==> config.mk <==
export PLATFORM = sky130hd
export DESIGN_NAME = npu_dot_engine
export DESIGN_NICKNAME = d
export VERILOG_FILES = /design/src/rtl/npu_dot_pkg.sv /design/src/rtl/npu_add_tree.sv /design/src/rtl/npu_dot_engine.sv
export SDC_FILE = /design/constraint.sdc
export NUM_CORES = 1
export LEC_CHECK = 0
export CORE_UTILIZATION = 62
export DETAILED_ROUTE_END_ITERATION = 16
export GPL_TIMING_DRIVEN = 0
export HOLD_SLACK_MARGIN = 0.1
export PLACE_DENSITY_LB_ADDON = 0.3
export RECOVER_POWER = 100
export SLEW_MARGIN = 20
export SYNTH_ARGS = -nofsm -noshare
export SYNTH_HDL_FRONTEND = slang
export SYNTH_SLANG_ARGS = --single-unit
==> constraint.sdc <==
create_clock -name clk -period 8.37 [get_ports clk]
set_clock_uncertainty 0.1 [all_clocks]
set_input_delay 1.674 -clock clk [delete_from_list [all_inputs] [get_ports clk]]
set_output_delay 1.674 -clock clk [all_outputs]
set_load 0.01 [all_outputs]
==> src/rtl/npu_dot_pkg.sv <==
// Shared types and width helpers for the multi-lane NPU dot-product engine.
package npu_dot_pkg;

  typedef enum logic [1:0] {
    IDLE,
    RUN,
    DRAIN,
    HOLD
  } dot_state_e;

  // Width of the sum of LANES signed DATA_W x DATA_W products.
  function automatic int tree_sum_w(input int data_w, input int lanes);
    return 2 * data_w + $clog2(lanes);
  endfunction

endpackage

==> src/rtl/npu_add_tree.sv <==
// Registered adder tree: reduces LANES signed products to one sign-extended sum.
module npu_add_tree
  import npu_dot_pkg::*;
#(
  parameter int LANES  = 4,
  parameter int DATA_W = 8,
  localparam int PROD_W = 2 * DATA_W,
  localparam int SUM_W  = tree_sum_w(DATA_W, LANES)
) (
  input  logic                    clk,
  input  logic                    rst,
  input  logic                    vld_p0,
  input  logic [LANES*PROD_W-1:0] prod_p0,
  output logic                    vld_p1,
  output logic signed [SUM_W-1:0] sum_p1
);

  logic signed [PROD_W-1:0] prod_lane;
  logic signed [SUM_W-1:0]  sum_c;

  always_comb begin
    sum_c     = '0;
    prod_lane = '0;
    for (int i = 0; i < LANES; i++) begin
      prod_lane = $signed(prod_p0[i*PROD_W +: PROD_W]);
      sum_c     = sum_c + SUM_W'(prod_lane);
    end
  end

  // ---- stage 2: registered tree sum ----
  always_ff @(posedge clk or posedge rst) begin
    if (rst) begin
      vld_p1 <= 1'b0;
      sum_p1 <= '0;
    end else begin
      vld_p1 <= vld_p0;
      sum_p1 <= sum_c;
    end
  end

endmodule

==> src/rtl/npu_dot_engine.sv <==
// Multi-lane signed dot-product engine: multiply, registered tree reduce, accumulate.
// Optional NPU_DOT_RELU_EN clamps a negative final result to zero when relu was set.
module npu_dot_engine
  import npu_dot_pkg::*;
#(
  parameter int LANES  = 4,
  parameter int DATA_W = 8,
  parameter int ACC_W  = 32,
  parameter int LEN_W  = 16
) (
  input  logic                    clk,
  input  logic                    rst,
  input  logic                    start,
  input  logic [LEN_W-1:0]        len,
  input  logic                    relu,
  input  logic                    in_valid,
  output logic                    in_ready,
  input  logic [LANES*DATA_W-1:0] in_data,
  input  logic [LANES*DATA_W-1:0] weight,
  output logic [ACC_W-1:0]        out_data,
  output logic                    out_valid,
  input  logic                    out_ready,
  output logic                    busy,
  output logic                    done,
  output logic                    overflow
);

  localparam int PROD_W = 2 * DATA_W;
  localparam int SUM_W  = tree_sum_w(DATA_W, LANES);

  dot_state_e state, state_nxt;

  logic [LEN_W-1:0]          remain;
  logic                      xfer, last_beat, start_acc;
  logic                      vld_p0, vld_p1;
  logic [LANES*PROD_W-1:0]   prod_c, prod_p0;
  logic signed [SUM_W-1:0]   sum_p1;
  logic signed [ACC_W-1:0]   acc_p2, sum_ext, acc_sum;
  logic [ACC_W-1:0]          result_c;
  logic signed [DATA_W-1:0]  a_lane, w_lane;
  logic signed [PROD_W-1:0]  a_ext, w_ext;

  // Signed add overflow: operands agree in sign, result does not.
  function automatic logic add_ovf(input logic signed [ACC_W-1:0] a,
                                   input logic signed [ACC_W-1:0] b,
                                   input logic signed [ACC_W-1:0] s);
    return (a[ACC_W-1] == b[ACC_W-1]) && (s[ACC_W-1] != a[ACC_W-1]);
  endfunction

  assign in_ready  = (state == RUN);
  assign busy      = (state != IDLE);
  assign xfer      = in_valid && in_ready;
  assign last_beat = xfer && (remain == LEN_W'(1));
  assign start_acc = (state == IDLE) && start;

  always_ff @(posedge clk or posedge rst) begin
    if (rst) state <= IDLE;
    else     state <= state_nxt;
  end

  always_comb begin
    state_nxt = state;
    unique case (state)
      IDLE:    if (start) state_nxt = (len == '0) ? HOLD : RUN;
      RUN:     if (last_beat) state_nxt = DRAIN;
      DRAIN:   if (!vld_p0 && !vld_p1) state_nxt = HOLD;
      HOLD:    if (out_ready) state_nxt = IDLE;
      default: state_nxt = IDLE;
    endcase
  end

  always_ff @(posedge clk or posedge rst) begin
    if (rst)            remain <= '0;
    else if (start_acc) remain <= len;
    else if (xfer)      remain <= remain - LEN_W'(1);
  end

  always_comb begin
    prod_c = '0;
    a_lane = '0;
    w_lane = '0;
    a_ext  = '0;
    w_ext  = '0;
    for (int i = 0; i < LANES; i++) begin
      a_lane = $signed(in_data[i*DATA_W +: DATA_W]);
      w_lane = $signed(weight[i*DATA_W +: DATA_W]);
      a_ext  = PROD_W'(a_lane);
      w_ext  = PROD_W'(w_lane);
      prod_c[i*PROD_W +: PROD_W] = a_ext * w_ext;
    end
  end

  // ---- stage 1: registered lane products ----
  always_ff @(posedge clk or posedge rst) begin
    if (rst) begin
      vld_p0  <= 1'b0;
      prod_p0 <= '0;
    end else begin
      vld_p0  <= xfer;
      prod_p0 <= prod_c;
    end
  end

  npu_add_tree #(
    .LANES  (LANES),
    .DATA_W (DATA_W)
  ) u_add_tree (
    .clk     (clk),
    .rst     (rst),
    .vld_p0  (vld_p0),
    .prod_p0 (prod_p0),
    .vld_p1  (vld_p1),
    .sum_p1  (sum_p1)
  );

  assign sum_ext = ACC_W'(sum_p1);
  assign acc_sum = acc_p2 + sum_ext;

  // ---- stage 3: wrapping accumulate with sticky overflow ----
  always_ff @(posedge clk or posedge rst) begin
    if (rst) begin
      acc_p2   <= '0;
      overflow <= 1'b0;
    end else if (start_acc) begin
      acc_p2   <= '0;
      overflow <= 1'b0;
    end else if (vld_p1) begin
      acc_p2 <= acc_sum;
      if (add_ovf(acc_p2, sum_ext, acc_sum)) overflow <= 1'b1;
    end
  end

`ifdef NPU_DOT_RELU_EN
  logic relu_q;

  function automatic logic [ACC_W-1:0] relu_clamp(input logic signed [ACC_W-1:0] v,
                                                  input logic en);
    return (en && v[ACC_W-1]) ? '0 : v;
  endfunction

  always_ff @(posedge clk or posedge rst) begin
    if (rst)            relu_q <= 1'b0;
    else if (start_acc) relu_q <= relu;
  end

  assign result_c = relu_clamp(acc_p2, relu_q);
`else
  logic unused_relu;
  assign unused_relu = relu;
  assign result_c    = acc_p2;
`endif

  // Result is captured on HOLD entry; a zero-length run never touched the accumulator.
  always_ff @(posedge clk or posedge rst) begin
    if (rst) begin
      out_valid <= 1'b0;
      done      <= 1'b0;
      out_data  <= '0;
    end else begin
      done <= 1'b0;
      if (state != HOLD && state_nxt == HOLD) begin
        out_valid <= 1'b1;
        done      <= 1'b1;
        out_data  <= (state == IDLE) ? '0 : result_c;
      end else if (state == HOLD && out_ready) begin
        out_valid <= 1'b0;
      end
    end
  end

endmodule

==> reports/metrics.yaml, run 1 <==
run_status:
  status: "complete, but fails checks"
  violations: "max-capacitance violations, max-slew violations"
clock_network:
  ctsResizeCount: 0
  cts_sinks: 169
  numCtsBuffers: 17
  cts_hold_buf: 0
  cts_tree: "yes"
  cts_root_buf: "clkbuf_16"
  postCtsSetupRepairBufs: 0
  clockBufferDepth: 2
  cts.clk_slew.worst_paths_ns: 0.07
  clock_latency_ns: 0.44
  htree_levels: 4
synth:
  synth_nets: 2465
  synth.top_cells.by_area: "fa_1 (27%), dfrtp_1 (23%), ha_1 (11%)"
  yosys_warnings: 0
  synth_cell_types: 63
  syn_area_per_cell_um2: 9.53
  ys_seq_area_share_pct: 22.7
  synth_edf_count: 0
  synth_top_area_cell: "fa_1"
  synthFlopType: "dfrtp_1"
  ys_ff_latch: 169
  syn_inst: 1959
  synthesis.area_um2: 18700
  ys_async_sr_fraction_pct: 100
  synth_top_area_share_pct: 27.2
timing:
  whs_ns: 0.284
  finalSetupViolations: 0
  slew_headroom_pct: -127
  hold_violations: 0
  finalCriticalPeriod_ns: 6.56
  rsz0062_at_grt: "no"
  fmax_mhz: 152
  tns_ns: 0
  worst_pin_slew_ns: 3.38
  finalMaxSlewViolations: 172
  period_share_pct: 78.4
route:
  firstDrtPassIters: 5
  wl_per_cell_um: 15.8
  drc: 0
  routed_wl_mm: 39.6
  drt_iter0_drc: 795
  post_drt_via_cell_ratio: 5.49
  postRouteAntennaNets: 0
  vias: 13746
hold_path:
  hold_path.class: "reg -> reg"
  worstHoldStart: "vld_p0"
  holdPathStages: 0
  min_to: "u_add_tree.vld_p1"
grt:
  grt_max_degree: 92
  antenna_found_initial: 0
  grtUsageTotal_pct: 27.6
  grt_pass1_vias: 14646
  grt_overflow: 0
  grt_pass1_wl_mm: 68.4
die:
  ioPinCount: 123
  die-height_um: 175
  start_util_pct: 63.0
  dieArea_um2: 30800
  rows: 63
  coreArea_um2: 29600
  die_x_um: 175
place:
  placed_cell_area_um2: 20400
  port_buffers: 121
  hpwl_mm: 32.6
  gp_congestion: 0.935
power:
  total_power_mw: 8.99
  p_leak_nw: 10.3
  vdd_drop_max_mv: 0.471
  power_density_nw_per_um2: 429
worst_setup_path:
  crit_path_start_kind: "input pin"
  crit_path_max_fanout: 8
  worstPathArrival_ns: 6.77
  r2r_setup_slack_ns: 4.21
  critPathKind: "in -> reg"
  worst-r2r-cell-count: 14
  worstPathRequired_ns: 8.58
  end_kind: "flip-flop"
  reg2reg_from: "prod_p0[17]"
  worstReg2RegEnd: "u_add_tree.sum_p1[15]"
run:
  drv_cap: 2
cells_and_area:
  insertedDiodeCount: 0
  drive_gt1_share_pct: 2.37
  final_util_pct: 70.7
  postLayoutCellArea_um2: 21000
  syn_to_final_growth_pct: 12.3
  finalNetCount: 2606
[per-layer routing]
layer / vias to the layer above / wire [um] / GRT usage [%]
met5: - / 0 / 0
met4: 0 / 1310 / 10.4
met3: 82 / 1440 / 3.03
met2: 346 / 20400 / 49.2
met1: 6846 / 16400 / 34.5
li1: 6472 / - / -
[stage by stage]
| stage | cells | setup slack (ns) |
|---|---|---|
| floorplan | 1959 | 2.02 |
| global placement | 2470 | -0.00595 |
| detailed placement | 2471 | 1.48 |
| CTS | 2503 | 1.93 |
| global route | 2503 | 1.40 |
| finish | 2503 | 1.81 |
[final cells by class]
cell class | count | area [um^2]
plain buffers | 31 | 123
clock buffers | 17 | 425
inverters | 363 | 1360
flip-flops and latches | 169 | 4230
repair buffers | 122 | 1220
well taps | 390 | 488
fillers | 2243 | 8690
multi-input cells | 1396 | 12900
clock inverters | 15 | 175
[worst max path at each step]
stage,from,endpoint,slack [ns],cells after the start
detailed placement,weight[18],prod_p0[46],1.48,19
global route,rst,prod_p0[30],1.40,3
finish,weight[16],prod_p0[46],1.81,19
floorplan,rst,acc_p2[0],2.02,1
CTS,weight[18],prod_p0[46],1.93,19
global placement,rst,prod_p0[15],-0.006,2
[cells in the final DEF, fill, tap and decap left out, types with 56 or more instances in the layout]
master and instances:
nor2_1 94, dfrtp_1 169, nand2_1 183, fa_1 254, a21oi_1 56, o21ai_0 83, clkdlybuf4s50_1 71, xnor2_1 71
ha_1 166, inv_1 362, and2_1 151
[cell families after synthesis]
| family | after synthesis | share of synthesized area, % |
|---|---|---|
| adders and majority gates | 420 | 38.4 |
| DFF | 169 | 22.7 |
| buffers and inverters | 394 | 7.96 |
| xor gates and xnor gates | 95 | 4.50 |
| muxes | 28 | 1.53 |
| and+or+nand+nor | 593 | 16.1 |
| AOI/OAI and AO/OA | 260 | 8.90 |
[worst max-delay path: stages]
cell and delay [ns]:
dlygate4sd3_1 0.67, and2_0 0.27, fa_1 0.51, inv_1 0.06, fa_1 0.50, inv_1 0.06
fa_1 0.52, inv_1 0.05, fa_1 0.47, inv_1 0.04, ha_1 0.31, o21ai_0 0.12
a21boi_0 0.25, o21ai_0 0.15, a21boi_0 0.28, o21ai_0 0.16, a21boi_0 0.37, mux2i_1 0.22
nand2_1 0.06
[sequential cells by signal (all words and copies together) (netlist names)]
register / flops
u_add_tree.vld_p1: 1
out_valid: 1
u_add_tree.sum_p1: 18
vld_p0: 1
done: 1
prod_p0: 64
remain: 16
overflow: 1
acc_p2: 32
out_data: 32
state: 2
[power breakdown]
part	total (mW)	internal, mW	switching [mW]	leakage [nW]
clock	0.791	0.405	0.386	0.294
sequential	1.56	1.28	0.281	2.07
combinational	6.64	2.91	3.73	7.89
[synthesized netlist by cell type (all sizes together), types with 5 or more instances]
cell type,instances
a21oi,56
dfrtp,169
ha,166
nor4,8
nand2b,20
nor2b,44
a211oi,11
mux2i,24
nand3,20
a21boi,14
xor2,24
nor3,20
buf,7
o21ai,85
and3,7
o31ai,6
a21o,28
inv,363
o311ai,5
and2,170
a31oi,11
nand4,5
clkbuf,24
nand2,183
nor2,94
xnor2,71
o211ai,7
nand3b,7
fa,254
Power figures use the tool's default switching activity.
==> run 2: changes to the inputs <==
- clock period: 8.37 -> 6.1 ns (I/O delays scaled with it)
==> reports/metrics.yaml, run 2 (synthesized netlist as in run 1, its figures left out) <==
clock_network:
  numCtsBuffers: 17
  htree_levels: 4
  cts_sinks: 169
  cts.clk_slew.worst_paths_ns: 0.07
  cts_hold_buf: 0
  cts_tree: "yes"
  clockBufferDepth: 2
  clock_latency_ns: 0.44
  ctsResizeCount: 0
  postCtsSetupRepairBufs: 0
  cts_root_buf: "clkbuf_16"
route:
  drc: 0
  postRouteAntennaNets: 0
  routed_wl_mm: 39.7
  drt_iter0_drc: 782
  firstDrtPassIters: 6
  wl_per_cell_um: 15.8
  vias: 13811
  post_drt_via_cell_ratio: 5.52
grt:
  grt_overflow: 0
  grt_pass1_vias: 14646
  grtUsageTotal_pct: 27.6
  antenna_found_initial: 0
  grt_max_degree: 92
  grt_pass1_wl_mm: 68.4
timing:
  fmax_mhz: 170
  whs_ns: 0.276
  worst_pin_slew_ns: 3.49
  hold_violations: 0
  finalMaxSlewViolations: 79
  tns_ns: 0
  period_share_pct: 96.5
  slew_headroom_pct: -134
  finalCriticalPeriod_ns: 5.89
  finalSetupViolations: 0
  worst_slack_ns: 0.212
place:
  gp_congestion: 0.935
  hpwl_mm: 32.6
  port_buffers: 121
  place_ws_ns: -0.332
cells_and_area:
  top_regs: "prod_p0 (64), acc_p2 (32), out_data (32)"
  mostFrequentLayoutCells: "inv_1 (362), fa_1 (254), nand2_1 (183), dfrtp_1 (169), ha_1 (166)"
  largest_reg_flops: 64
  syn_to_final_growth_pct: 12.5
  finalNetCount: 2606
  final_common_cell: "inv_1"
  n_fill_cell: 2237
  top_register: "prod_p0"
  drive_gt1_share_pct: 2.41
run_status:
  violations: "max-capacitance violations, max-slew violations"
  status: "complete, but fails checks"
die:
  die-height_um: 175
  die_x_um: 175
  rows: 63
  coreArea_um2: 29600
  ioPinCount: 123
  start_util_pct: 63.0
  dieArea_um2: 30800
worst_setup_path:
  end_kind: "flip-flop"
  crit_path_max_fanout: 8
  worstPathRequired_ns: 6.37
  crit_path_start_kind: "input pin"
  critPathKind: "in -> reg"
  worstPathArrival_ns: 6.16
run:
  drv_cap: 1
power:
  total_power_mw: 12.4
  p_leak_nw: 10.3
  power_density_nw_per_um2: 589
  vdd_drop_max_mv: 0.645
hold_path:
  hold_path.class: "reg -> reg"
[run 2: layout make-up]
cell class / instances / area, um^2 / area share [%]
antenna: 1 / 2.50 / 0.0119
buffer: 31 / 123 / 0.584
clock buffer: 17 / 425 / 2.03
clock inverter: 15 / 175 / 0.834
inverter: 363 / 1360 / 6.49
multi-input combinational: 1396 / 12900 / 61.6
sequential: 169 / 4230 / 20.1
tap: 390 / 488 / 2.32
timing repair buffer: 122 / 1260 / 5.98
[run 2: through the flow]
step	util (%)	area, um^2	instances
detailed placement	68.8	20400	2471
global route	70.8	21000	2503
floorplan	-	18700	1959
finish	70.9	21000	2504
CTS	70.8	21000	2503
global placement	68.7	20400	2470
[run 2: metal layers]
metal / up-vias / track usage (%) / wire length [um]
met1: 6880 / 34.5 / 16400
met5: - / 0 / 0
met2: 355 / 49.2 / 20500
met4: 0 / 10.4 / 1330
met3: 90 / 3.03 / 1390
li1: 6486 / - / -
[run 2: worst max-delay path, cell delays in order]
cell           delay [ns]
dlygate4sd3_1        0.67
and2_1               0.21
fa_1                 0.51
inv_1                0.07
fa_1                 0.53
inv_1                0.05
fa_1                 0.48
inv_1                0.05
fa_1                 0.49
inv_1                0.05
ha_1                 0.31
o21ai_0              0.12
a21boi_0             0.15
o21ai_0              0.22
a21boi_0             0.15
o21ai_0              0.19
nand2b_1             0.12
a2111oi_0            0.41
nand4b_1             0.16
[run 2: path summary, 6_finish.rpt]
check | from | endpoint | slack, ns | cells after the start
min | vld_p0 | u_add_tree.vld_p1 | 0.28 | 0
min reg2reg | vld_p0 | u_add_tree.vld_p1 | 0.28 | 0
max | in_data[4] | prod_p0[14] | 0.21 | 19
max reg2reg | prod_p0[17] | u_add_tree.sum_p1[15] | 1.93 | 14
min in group asynchronous | rst | out_data[18] | 2.14 | 2
max in group asynchronous | rst | remain[4] | 2.16 | 2
[run 2: power by group]
group | total, mW | internal, mW | switching [mW]
registers | 2.14 | 1.75 | 0.386
logic | 9.14 | 4.01 | 5.13
clock network | 1.09 | 0.556 | 0.533
